[src/rtl/issue_scoreboard_pkg.sv]
// Shared types and constants for the issue-stage hazard scoreboard.
//   EXFIFO_DEPTH : depth of the EX FIFO; bounds the dispatched-but-uncommitted count
//   SB_CNT_W     : width of a scoreboard counter able to hold 0..EXFIFO_DEPTH
//   sb_cnt_t     : scoreboard counter type
//   reg_idx_t    : 5-bit architectural integer register index
package issue_scoreboard_pkg;

   localparam int EXFIFO_DEPTH = 4;
   localparam int SB_CNT_W     = $clog2(EXFIFO_DEPTH + 1);

   typedef logic [SB_CNT_W-1:0] sb_cnt_t;
   typedef logic [4:0]          reg_idx_t;

   // x0 is hardwired to zero, so it never carries a pending write.
   function automatic logic idx_is_reg(input reg_idx_t idx);
      return idx != 5'd0;
   endfunction

endpackage

[src/rtl/issue_scoreboard_chk.sv]
// Protocol checker for the issue scoreboard (simulation assertions only).
//   clk, rst     : clock, asynchronous active-high reset
//   commit_valid : an instruction retires this cycle
//   commit_rd    : its destination register
//   flush        : PC redirect this cycle
//   inflight     : in-flight instruction count
//   cnt          : per-register pending-write counters
module issue_scoreboard_chk
   import issue_scoreboard_pkg::*;
#(
   parameter int NREGS = 32,
   parameter int CNT_W = SB_CNT_W
) (
   input logic             clk,
   input logic             rst,
   input logic             commit_valid,
   input reg_idx_t         commit_rd,
   input logic             flush,
   input logic [CNT_W-1:0] inflight,
   input logic [CNT_W-1:0] cnt [NREGS]
);

   // A commit absorbed by a flush is never an underflow (trap / redirect case).
   a_inflight_underflow: assert property (@(posedge clk) disable iff (rst)
      (commit_valid && !flush) |-> (inflight != '0))
      else $error("issue_scoreboard: commit with no instruction in flight");

   a_cnt_underflow: assert property (@(posedge clk) disable iff (rst)
      (commit_valid && !flush && idx_is_reg(commit_rd)) |-> (cnt[commit_rd] != '0))
      else $error("issue_scoreboard: commit to register with no pending write");

   for (genvar r = 1; r < NREGS; r++) begin : g_bound
      a_cnt_le_inflight: assert property (@(posedge clk) disable iff (rst)
         cnt[r] <= inflight)
         else $error("issue_scoreboard: register counter exceeds in-flight count");
   end

endmodule

[src/rtl/issue_scoreboard_sb_reg_counter.sv]
// Up/down/clear counter that saturates at zero.
//   clk, rst : clock, asynchronous active-high reset
//   inc      : count up by one
//   dec      : count down by one (holds at zero)
//   clr      : clear to zero, dominates inc/dec
//   cnt      : registered count
// Simultaneous inc and dec cancel. Overflow is prevented by the caller.
module sb_reg_counter
   import issue_scoreboard_pkg::*;
#(
   parameter int W = SB_CNT_W
) (
   input  logic         clk,
   input  logic         rst,
   input  logic         inc,
   input  logic         dec,
   input  logic         clr,
   output logic [W-1:0] cnt
);

   logic [W-1:0] cnt_r;
   logic [W-1:0] cnt_nxt_s;

   // Next count: clear first, then net up/down with saturation at zero.
   always_comb begin
      cnt_nxt_s = cnt_r;
      if (clr) begin
         cnt_nxt_s = '0;
      end else if (inc && !dec) begin
         cnt_nxt_s = cnt_r + W'(1);
      end else if (dec && !inc) begin
         if (cnt_r != '0) begin
            cnt_nxt_s = cnt_r - W'(1);
         end else begin
            cnt_nxt_s = '0;
         end
      end else begin
         cnt_nxt_s = cnt_r;
      end
   end

   // Count register.
   always_ff @(posedge clk or posedge rst) begin
      if (rst) begin
         cnt_r <= '0;
      end else begin
         cnt_r <= cnt_nxt_s;
      end
   end

   assign cnt = cnt_r;

endmodule

[src/rtl/issue_scoreboard.sv]
// Issue-stage RAW hazard scoreboard between dispatcher and in-order commit.
//   clk, rst                 : clock, asynchronous active-high reset
//   disp_valid / disp_ready  : dispatch handshake (ready independent of valid)
//   disp_rs1/_use, rs2/_use  : source registers and whether they are read
//   disp_rd                  : destination register (0 = no write)
//   commit_valid / commit_rd : one retirement per cycle, rd before trap masking
//   flush                    : PC redirect; discards all in-flight tracking
//   busy                     : per-register pending-write flags
//   inflight                 : dispatched-but-uncommitted count
// No bypass network: a source with any pending write stalls dispatch. Ready is
// derived from registered counters only, so a commit releases a hazard one
// cycle later.
module issue_scoreboard
   import issue_scoreboard_pkg::*;
#(
   parameter  int NREGS        = 32,
   parameter  int MAX_INFLIGHT = EXFIFO_DEPTH,
   localparam int CNT_W        = $clog2(MAX_INFLIGHT + 1)
) (
   input  logic             clk,
   input  logic             rst,
   input  logic             disp_valid,
   output logic             disp_ready,
   input  reg_idx_t         disp_rs1,
   input  logic             disp_rs1_use,
   input  reg_idx_t         disp_rs2,
   input  logic             disp_rs2_use,
   input  reg_idx_t         disp_rd,
   input  logic             commit_valid,
   input  reg_idx_t         commit_rd,
   input  logic             flush,
   output logic [NREGS-1:0] busy,
   output logic [CNT_W-1:0] inflight
);

   localparam logic [CNT_W-1:0] MAX_CNT = CNT_W'(MAX_INFLIGHT);

   logic [CNT_W-1:0] cnt_s [NREGS];
   logic [CNT_W-1:0] inflight_s;
   logic [NREGS-1:0] busy_s;
   logic             hazard_s;
   logic             ready_s;
   logic             fire_s;

   assign cnt_s[0] = '0;

   assign hazard_s = (disp_rs1_use && idx_is_reg(disp_rs1) && (cnt_s[disp_rs1] != '0)) ||
                     (disp_rs2_use && idx_is_reg(disp_rs2) && (cnt_s[disp_rs2] != '0));

   assign ready_s = !rst && !flush && !hazard_s && (inflight_s < MAX_CNT);
   assign fire_s  = disp_valid && ready_s;

   // Total in-flight count; a same-cycle dispatch and commit cancel.
   sb_reg_counter #(.W(CNT_W)) u_inflight (
      .clk (clk),
      .rst (rst),
      .inc (fire_s),
      .dec (commit_valid),
      .clr (flush),
      .cnt (inflight_s)
   );

   // One pending-write counter per register; counters allow WAW to stack.
   for (genvar r = 1; r < NREGS; r++) begin : g_reg
      sb_reg_counter #(.W(CNT_W)) u_cnt (
         .clk (clk),
         .rst (rst),
         .inc (fire_s && (disp_rd == reg_idx_t'(r))),
         .dec (commit_valid && !flush && (commit_rd == reg_idx_t'(r))),
         .clr (flush),
         .cnt (cnt_s[r])
      );
   end

   // Pending flags; bit 0 stays clear for x0.
   always_comb begin
      busy_s = '0;
      for (int r = 1; r < NREGS; r++) begin
         busy_s[r] = (cnt_s[r] != '0);
      end
   end

   assign disp_ready = ready_s;
   assign busy       = busy_s;
   assign inflight   = inflight_s;

   issue_scoreboard_chk #(.NREGS(NREGS), .CNT_W(CNT_W)) u_chk (
      .clk          (clk),
      .rst          (rst),
      .commit_valid (commit_valid),
      .commit_rd    (commit_rd),
      .flush        (flush),
      .inflight     (inflight_s),
      .cnt          (cnt_s)
   );

endmodule

[config.mk]
export PLATFORM = sky130hd
export DESIGN_NAME = issue_scoreboard
export DESIGN_NICKNAME = d
export VERILOG_FILES = /design/src/rtl/issue_scoreboard_pkg.sv /design/src/rtl/issue_scoreboard_chk.sv /design/src/rtl/issue_scoreboard_sb_reg_counter.sv /design/src/rtl/issue_scoreboard.sv
export SDC_FILE = /design/constraint.sdc
export NUM_CORES = 1
export LEC_CHECK = 0
export BUFFER_PORTS_ARGS = -buffer_cell sky130_fd_sc_hd__clkbuf_2
export CORE_ASPECT_RATIO = 1.1
export CORE_MARGIN = 1
export CORE_UTILIZATION = 65
export CTS_BUF_LIST = sky130_fd_sc_hd__clkbuf_4 sky130_fd_sc_hd__clkbuf_8 sky130_fd_sc_hd__clkbuf_16
export DETAILED_ROUTE_END_ITERATION = 16
export PLACE_DENSITY = 0.85
export SYNTH_ARGS = -nofsm -noshare
export SYNTH_HDL_FRONTEND = slang
export SYNTH_SLANG_ARGS = --single-unit
[constraint.sdc]
create_clock -name clk -period 15.6 [get_ports clk]
set_input_delay 4.68 -clock clk [delete_from_list [all_inputs] [get_ports clk]]
set_output_delay 4.68 -clock clk [all_outputs]
set_load 0.01 [all_outputs]
-- Word level (Yosys, flattened, before mapping)
Cells that the tools add are included.
- shift operators: 0
- order comparisons: 3
- bitwise gates (word level): 2
- $mul: 0
- divide/modulo/power cells: 0
- reductions and logical operators: 271
- $add $sub $neg: 64
- equality and inequality tests: 62
- muxes and demuxes: 134
- operators by type and width (operator ; number):
    $mux 3 ; 132
    $reduce_bool 3->1 ; 66
    $eq 5x5->1 const B ; 32
    $logic_and 1x1->1 ; 135
    $add 3x1->3 const B ; 32
    $sub 3x1->3 const B ; 32
    $eq 5x4->1 const B ; 16
    $logic_not 1->1 ; 67
    $eq 5x3->1 const B ; 8
    $bmux 3 s5 ; 2
    $eq 5x2->1 const B ; 4
    $ge 6x6->1 const B ; 2
    $not 5->6 ; 2
    $eq 5x1->1 const B ; 2
    $reduce_bool 5->1 ; 2
    $lt 3x3->1 const B ; 1
    $logic_or 1x1->1 ; 1
- output and inout bits: 36
- bits in latches: 0
- word-level logic and storage cells: 568
- bits in writable memories: 0
- bits in read-only memories: 0
- input bits: 27
- register bits after elaboration: 96
- memories kept: 0

-- Longest topological paths before layout
Gate-level depths: netlist of run 1.
- word-level depth: 17
- mapped depth: 15
- depth with buffers taken out: 10

-- Cells and area by module
A second synthesis of run 1 with hierarchy kept.
- cells, all modules: 1227
- area, all modules: 10039.6 µm²
- modules (own cells, without submodules) (module ; area each (µm²) ; instances ; seq. area each (µm²) ; cells an instance):
    sb_reg_counter ; 257.7 ; 32 ; 75.1 ; 30
    issue_scoreboard ; 1791.7 ; 1 ; 0.0 ; 267

-- Least setup slack after synthesis of run 1
Ideal clock, no wire load.
- path type: input -> output
- from: input port rst
- to: output port disp_ready
- buffers on the path: 3
- slack: 2856 ps
- arrival: 8064 ps
- data required time: 10920 ps
- stages: 8
- path through: inv_1 nand3_1 o221ai_1 nand2_2 inv_2 buf_6 buf_2 buf_2
- longest elaborated chain between the ends: 4
- RTL lines (element ; RTL line ; source):
    start: declaration ; issue_scoreboard.sv:21 ; input logic rst,
    $logic_not 1->1 (no line) ; - ;
    $logic_and 1x1->1 (3 in a row) ; issue_scoreboard.sv:50 ; assign ready_s = !rst && !flush && !hazard_s && (inflight_s < MAX_CNT);
    end: declaration ; issue_scoreboard.sv:23 ; output logic disp_ready,
Every way passes these cells.

-- Worst setup path in the final report of run 1
- from: input port flush
- to: output port disp_ready
- longest elaborated chain between the ends: 4
- RTL lines (element ; RTL line ; source):
    start: declaration ; issue_scoreboard.sv:31 ; input logic flush,
    $logic_not 1->1 ; issue_scoreboard.sv:50 ;
    $logic_and 1x1->1 (3 in a row) ; issue_scoreboard.sv:50 ;
Every way passes these cells.

==> results of run 1 <==
[logic make-up (layout without fill, tap and decap cells)]
logic type      count (synthesis)  count (layout)  synth area share
flops                          96              96             0.249
simple gates                  442             442             0.232
other cells                     1               1          0.000389
mux                            43              43            0.0488
fa+ha+maj                     128             128             0.166
xor+xnor                       31              31            0.0281
buf+inv                       216             255            0.0896
compound gates                244             244             0.186
[registers in the layout, indices dropped and copies added (netlist names)]
name	count
u_inflight.cnt	3
g.u_cnt.cnt	93
[final timing paths]
check                                       start                     end  depth (start not counted)
min reg2reg                g_reg[10].u_cnt.cnt[0]  g_reg[10].u_cnt.cnt[0]                          1
max                                         flush              disp_ready                         10
max reg2reg                 g_reg[3].u_cnt.cnt[2]   g_reg[7].u_cnt.cnt[1]                         11
min                        g_reg[10].u_cnt.cnt[0]  g_reg[10].u_cnt.cnt[0]                          1
min in group asynchronous                     rst  g_reg[16].u_cnt.cnt[1]                          2
max in group asynchronous                     rst  g_reg[18].u_cnt.cnt[0]                          3
[per-layer routing]
layer	vias up	global-route usage
met5	-	0
met4	0	0.173
met3	82	0.0695
met2	489	0.591
met1	4446	0.475
li1	4366	-
[layout by cell type (no fill, tap or decap), drive strengths merged, types with 8 or more instances in the layout]
cell type	Yosys	layout
and4	8	8
a311oi	16	16
a31oi	37	37
nand2b	15	15
or3	17	17
and2	8	8
nand3	62	62
clkbuf	28	70
xnor2	30	30
o21ai	17	17
and3	15	15
a22oi	16	16
ha	128	128
a21oi	33	33
nor4	26	26
nor3	64	64
buf	20	10
o21a	12	12
inv	167	170
nand4	27	27
mux2i	29	29
o211ai	20	20
nor2	73	73
mux2	12	12
nand2	103	103
dfrtp	96	96
a211oi	30	30
[area by class of cell]
cell class | instances | area, um^2 | area share
multi-input combinational | 889 | 6380 | 0.617
sequential | 96 | 2400 | 0.232
inverter | 168 | 633 | 0.0612
timing repair buffer | 71 | 380 | 0.0368
tap | 192 | 240 | 0.0232
clock buffer | 9 | 225 | 0.0218
clock inverter | 7 | 78.8 | 0.00762
[worst reg2reg max path: cells and delay by family, from the launching register on]
family / cells / cell delay [ns]
flops: 1 / 0.43
mux: 2 / 0.52
compound gates: 4 / 1.00
simple gates: 3 / 1.50
buf+inv: 2 / 0.74
[power by group]
part           switching [mW]  internal, mW
logic                  0.0862        0.0409
registers             0.00773         0.254
clock network           0.113         0.127
==> run summary, run 1 <==
Row count: 46
Met2 WL post-DR: 12.5 mm
Placed inst area: 10000 um^2
Commonest cells in the netlist: inv_1, ha_1, nand2_1
Clk sink count: 96
Root Buffer: clkbuf_16
DRT Pass-1 Iters: 7
Max Used Layer: met4
Vias in the first global route: 8655
Top_reg_cell synth: dfrtp_1
Clock Skew: 0.00782 ns
Final setup viols: 0
Dpl hpwl: 20.3 mm
DIE AREA: 15300 um^2
EDFF count, synth: 0
Initial DRC count: 1065
Fin nets: 1390
Fraction of layout cells with a size suffix above 1: 0.0960
Max VDD drop: 0.0409 mV
Relative slew slack: 0.184
H-Tree Depth: 3
WP data required: 10.92 ns
Sum Neg Setup Slack: 0 ns
Clock insertion delay at the later pin of the skew report: 0.37 ns
Buffers & Inverters on Critical Path: 5
Netlist cell types: 79
Final Hold Viols: 0
Total Routing Usage GR: 0.365
Final core occ: 0.716
Fin crit period: 12.35 ns
Finished Cell Area: 10300 um^2
Clock slew at reported path FFs: 0.08 ns
Synthesis-to-layout area growth: 7.19%
Initial Util: 0.668
Post-synth top area share: 0.249
Tcrit/Tclk final: 0.792
Largest stage delay, worst path: 0.80 ns
Initial antenna violation count: 0
Crit-path leading delay family: buffers and inverters
Status: complete, no violations
Pins Over Slew Limit: 0
Die X: 118 um
Hold Buf Count CTS: 0
Crit path capture type: primary output
Reg2Reg Setup Slack: 11.29 ns
Worst Setup Slack, final: 3.25 ns
CP max stage cell: clkinv_1
Largest net degree at the start of global routing: 73
Worst slack, placed: 3.36 ns
Drt drc: 0
Port bufs: 61
Post-DRT Antenna Nets: 0
Pwr per Cell Area: 60.9 nW/um^2
IO Pins: 63
Top cells by area, synth: dfrtp_1, ha_1, inv_1, nand2_1, nor3_1
Area leader, netlist: dfrtp_1
Synth Instances: 1201
First-pass GRT wire length: 44.3 mm
M1 WL: 11.3 mm
Most common cell on crit path: clkbuf_2
Post-synthesis register bit count: 96
CTS resizes: 0
Placed cell count: 1416
WL per Instance: 19.2 um
Synthesized area per cell: 8.03 um^2
Vias: 9383
Critical path, cell by cell: clkbuf_2, buf_4, clkinv_1, nand3_1, nor2_1, o31ai_1, o221ai_1, nand2_2, inv_2, clkbuf_2
Crit Path Category: primary input to primary output
F_max: 80.9 MHz
Max-Cap Viols: 0
WL final: 27.5 mm
Ys async rst share: 1.00
CTS tree: built
Slew @ Worst Pin: 1.22 ns
Netlist Area Pre-Place: 9650 um^2
Core area: 14400 um^2
RSZ-0062 raised after global routing: false
Setup bufs post-CTS: 0
Most common cell in the netlist: inv_1
TritonCTS Buffers: 9
Pwr Total: 629 uW
Syn_nets: 1356
Total grt overflow: 0
Leak Pwr: 5.12 nW
Fillers: 1157
Worst Path Max Fanout: 72
Fin cells: 1432
Ant diodes: 0
CTS max path bufs: 2
Sequential area share after synthesis: 0.249
Startpoint types: primary input
Hold Path Class: register to register
WHS: 0.539 ns
Synth warnings: 0
Critical Path AT: 7.67 ns
Detail Route met3 WL: 2.54 mm
Final Wtd Congestion: 0.970
Vias per cell: 6.55
Die Y: 130 um
Note: power is estimated with default switching activity, not from simulation.
==> inputs of run 2 (changes only) <==
- ABC_AREA: unset -> 1
- CORE_UTILIZATION: 65 -> 63
- PLACE_DENSITY: 0.85 -> 0.82
- clock period: 15.6 -> 11.5 ns (I/O delays scaled with it)
==> run 2 against run 1 <==
Net effect:
- sequential power rose by 54%
- largest cell class unchanged
- critical endpoint unchanged
- largest power group is now combinational logic
- worst setup slack got worse by 0.39 ns
- critical path type unchanged
- clock power rose by 41%
- flip-flop and latch count did not move
==> run summary, run 2 <==
Status: complete, no violations (unchanged)
Top cells by area, synth: dfrtp_1, ha_1, nand2_1, inv_1, nand3_1 (was dfrtp_1, ha_1, inv_1, nand2_1, nor3_1)
Slew @ Worst Pin: 1.02 ns (was 1.22 ns)
Post-DRT Antenna Nets: 0 (unchanged)
Leak Pwr: 6.30 nW (was 5.12 nW)
Final setup viols: 0 (unchanged)
EDFF count, synth: 0 (unchanged)
Initial DRC count: 1056 (was 1065)
Max reg flops: 93 (unchanged)
Worst Path Max Fanout: 12 (was 72)
Vias: 10900 (was 9383)
Post-synth top area share: 0.224 (was 0.249)
Synthesis-to-layout area growth: 5.88% (was 7.19%)
Hold Path Class: register to register (unchanged)
Reg with most FFs: g.u_cnt.cnt (unchanged)
Total grt overflow: 0 (unchanged)
Startpoint types: primary input (unchanged)
Sum Neg Setup Slack: 0 ns (unchanged)
Clock slew at reported path FFs: 0.07 ns (was 0.08 ns)
F_max: 116 MHz
Ys async rst share: 1.00 (unchanged)
RR Startpoint: g_reg[6].u_cnt.cnt[2] (was g_reg[3].u_cnt.cnt[2])
Top_reg_cell synth: dfrtp_1 (unchanged)
CTS resizes: 0 (unchanged)
IO Pins: 63 (unchanged)
Drt drc: 0 (unchanged)
TritonCTS Buffers: 9 (unchanged)
Post-synthesis register bit count: 96 (unchanged)
Initial Util: 0.650 (was 0.668)
Tcrit/Tclk final: 0.751
Die Y: 139 um (was 130 um)
DRT Pass-1 Iters: 7 (unchanged)
Vias in the first global route: 9933 (was 8655)
Pwr Total: 1.19 mW (was 629 uW)
Fin crit period: 8.64 ns
Netlist Area Pre-Place: 10700 um^2 (was 9650 um^2)
Worst reg2reg path depth: 17 (was 11)
CP max stage cell: nor2_1 (was clkinv_1)
Commonest cells in the netlist: nand2_1, inv_1, nand3_1 (was inv_1, ha_1, nand2_1)
Critical path origin: disp_rs2[1] (was flush)
Synthesized area per cell: 6.44 um^2 (was 8.03 um^2)
Clock insertion delay at the later pin of the skew report: 0.37 ns (about the same)
Hold Crit Depth: 2 (was 1)
CTS tree: built (unchanged)
Final Hold Viols: 0 (unchanged)
WL final: 29.8 mm (was 27.5 mm)
Vias per cell: 5.71 (was 6.55)
Dpl hpwl: 22.1 mm (was 20.3 mm)
First-pass GRT wire length: 49.0 mm (was 44.3 mm)
WL per Instance: 15.7 um (was 19.2 um)
Fin nets: 1849 (was 1390)
DIE AREA: 17600 um^2 (was 15300 um^2)
Largest stage delay, worst path: 0.28 ns (was 0.80 ns)
H-Tree Depth: 3 (unchanged)
RSZ-0062 raised after global routing: false (unchanged)
Largest net degree at the start of global routing: 91 (was 73)
Max-Cap Viols: 0 (unchanged)
Pins Over Slew Limit: 0 (unchanged)
Hold_sp: g_reg[17].u_cnt.cnt[1] (was g_reg[10].u_cnt.cnt[0])
Syn_nets: 1820 (was 1356)
Crit Path Category: primary input to primary output (unchanged)
WHS: 0.532 ns (was 0.539 ns)
WP data required: 8.05 ns (was 10.92 ns)
Relative slew slack: 0.323 (was 0.184)
Fillers: 1511 (was 1157)
Initial antenna violation count: 0 (unchanged)
Row count: 49 (was 46)
Critical Path AT: 5.19 ns (was 7.67 ns)
Clk sink count: 96 (unchanged)
Setup bufs post-CTS: 0 (unchanged)
Critical path, cell by cell: clkbuf_2, inv_2, nor2_1, nand3_1, nand3_1, nor2_1, nor2_1, nand2_1, nand2_1, nand2_1, nand3_1, nand3_2, inv_1, clkbuf_2 (was clkbuf_2, buf_4, clkinv_1, nand3_1, nor2_1, o31ai_1, o221ai_1, nand2_2, inv_2, clkbuf_2)
CTS max path bufs: 2 (unchanged)
Synth warnings: 0 (unchanged)
Crit path capture type: primary output (unchanged)
Max VDD drop: 0.0675 mV (was 0.0409 mV)
Final Wtd Congestion: 0.958 (was 0.970)
Clock Skew: 0.0142 ns (was 0.00782 ns)
Netlist cell types: 29 (was 79)
Sequential area share after synthesis: 0.224 (was 0.249)
Hold Buf Count CTS: 0 (unchanged)
Fraction of layout cells with a size suffix above 1: 0.0736 (was 0.0960)
Area leader, netlist: dfrtp_1 (unchanged)
Core area: 16500 um^2 (was 14400 um^2)
Total Routing Usage GR: 0.347 (was 0.365)
Commonest non-fill, non-tap cell in the layout: nand2_1 (was inv_1)
Commonest cells after routing, fill and taps aside: nand2_1, inv_1, nand3_1, ha_1, nor2_1 (was inv_1, ha_1, nand2_1, dfrtp_1, nor2_1)
Die X: 126 um (was 118 um)
Most common cell in the netlist: nand2_1 (was inv_1)
Biggest regs: g.u_cnt.cnt (93), u_inflight.cnt (3) (unchanged)
Port bufs: 61 (unchanged)
Ant diodes: 0 (unchanged)
Synth Instances: 1665 (was 1201)
Root Buffer: clkbuf_16 (unchanged)
Pwr per Cell Area: 105 nW/um^2 (was 60.9 nW/um^2)
==> run 2: cell count changes after synthesis, sizes merged, moves of 53 or more <==
cell,before,now
inv,167,342
nand2,103,399
nand3,62,208
nand4,27,120
nor2,73,128
nor3,64,11
o21ai,17,76
==> run 2: stage by stage <==
step	setup slack [ns]	area (um^2)	util	cells
after CTS	2.89	11400	0.689	1903
final	2.86	11400	0.689	1903
after global routing	2.70	11400	0.689	1903
after detailed placement	2.91	11000	0.669	1887
after floorplan	3.59	10700	-	1665
after global placement	2.93	11000	0.669	1887
==> run 2: path summary, 6_finish.rpt <==
| check | endpoint | slack, ns |
|---|---|---|
| min in group asynchronous | g_reg[4].u_cnt.cnt[1] | 3.11 |
| max reg2reg | g_reg[24].u_cnt.cnt[1] | 7.54 |
| max | disp_ready | 2.86 |
| min | g_reg[17].u_cnt.cnt[1] | 0.53 |
| max in group asynchronous | g_reg[14].u_cnt.cnt[1] | 7.18 |
| min reg2reg | g_reg[17].u_cnt.cnt[1] | 0.53 |
==> run 2: area by class of cell <==
type	count	area [um^2]	share of cell area
Clock inverter	7	93.8	0.00826
Clock buffer	9	225	0.0198
Tap cell	204	255	0.0225
Multi-Input combinational cell	1179	6740	0.594
Inverter	342	1290	0.114
Sequential cell	96	2400	0.212
Timing Repair Buffer	66	343	0.0302
==> run 2: power by group <==
group	total (mW)	switching [mW]	internal, mW
combinational	0.448	0.292	0.157
clock	0.338	0.147	0.191
sequential	0.403	0.0329	0.370
total	1.19	0.471	0.717
==> run 2: critical path: cells and delay by family <==
kind | cells | cell delay (ns)
AND/OR/NAND/NOR | 10 | 1.03
buffers and inverters | 4 | 0.70
==> run 2: logic make-up (layout without fill, tap and decap cells) <==
logic type                 count (synthesis)  in the layout  share of synthesized area
buffers and inverters                    390            424                      0.147
other                                      1              1                   0.000350
AOI/OAI and AO/OA                        151            151                     0.0710
adders and majority gates                128            128                      0.149
DFF                                       96             96                      0.224
xor gates and xnor gates                  32             32                     0.0261
and+or+nand+nor                          867            867                      0.382
==> run 2: metal layers <==
metal  track usage  share of wire  vias up
met4         0.157          0.043        0
li1              -              -     5358
met1         0.449           0.43     4992
met5             0              0        -
met2         0.577           0.46      428
met3        0.0444          0.070       85
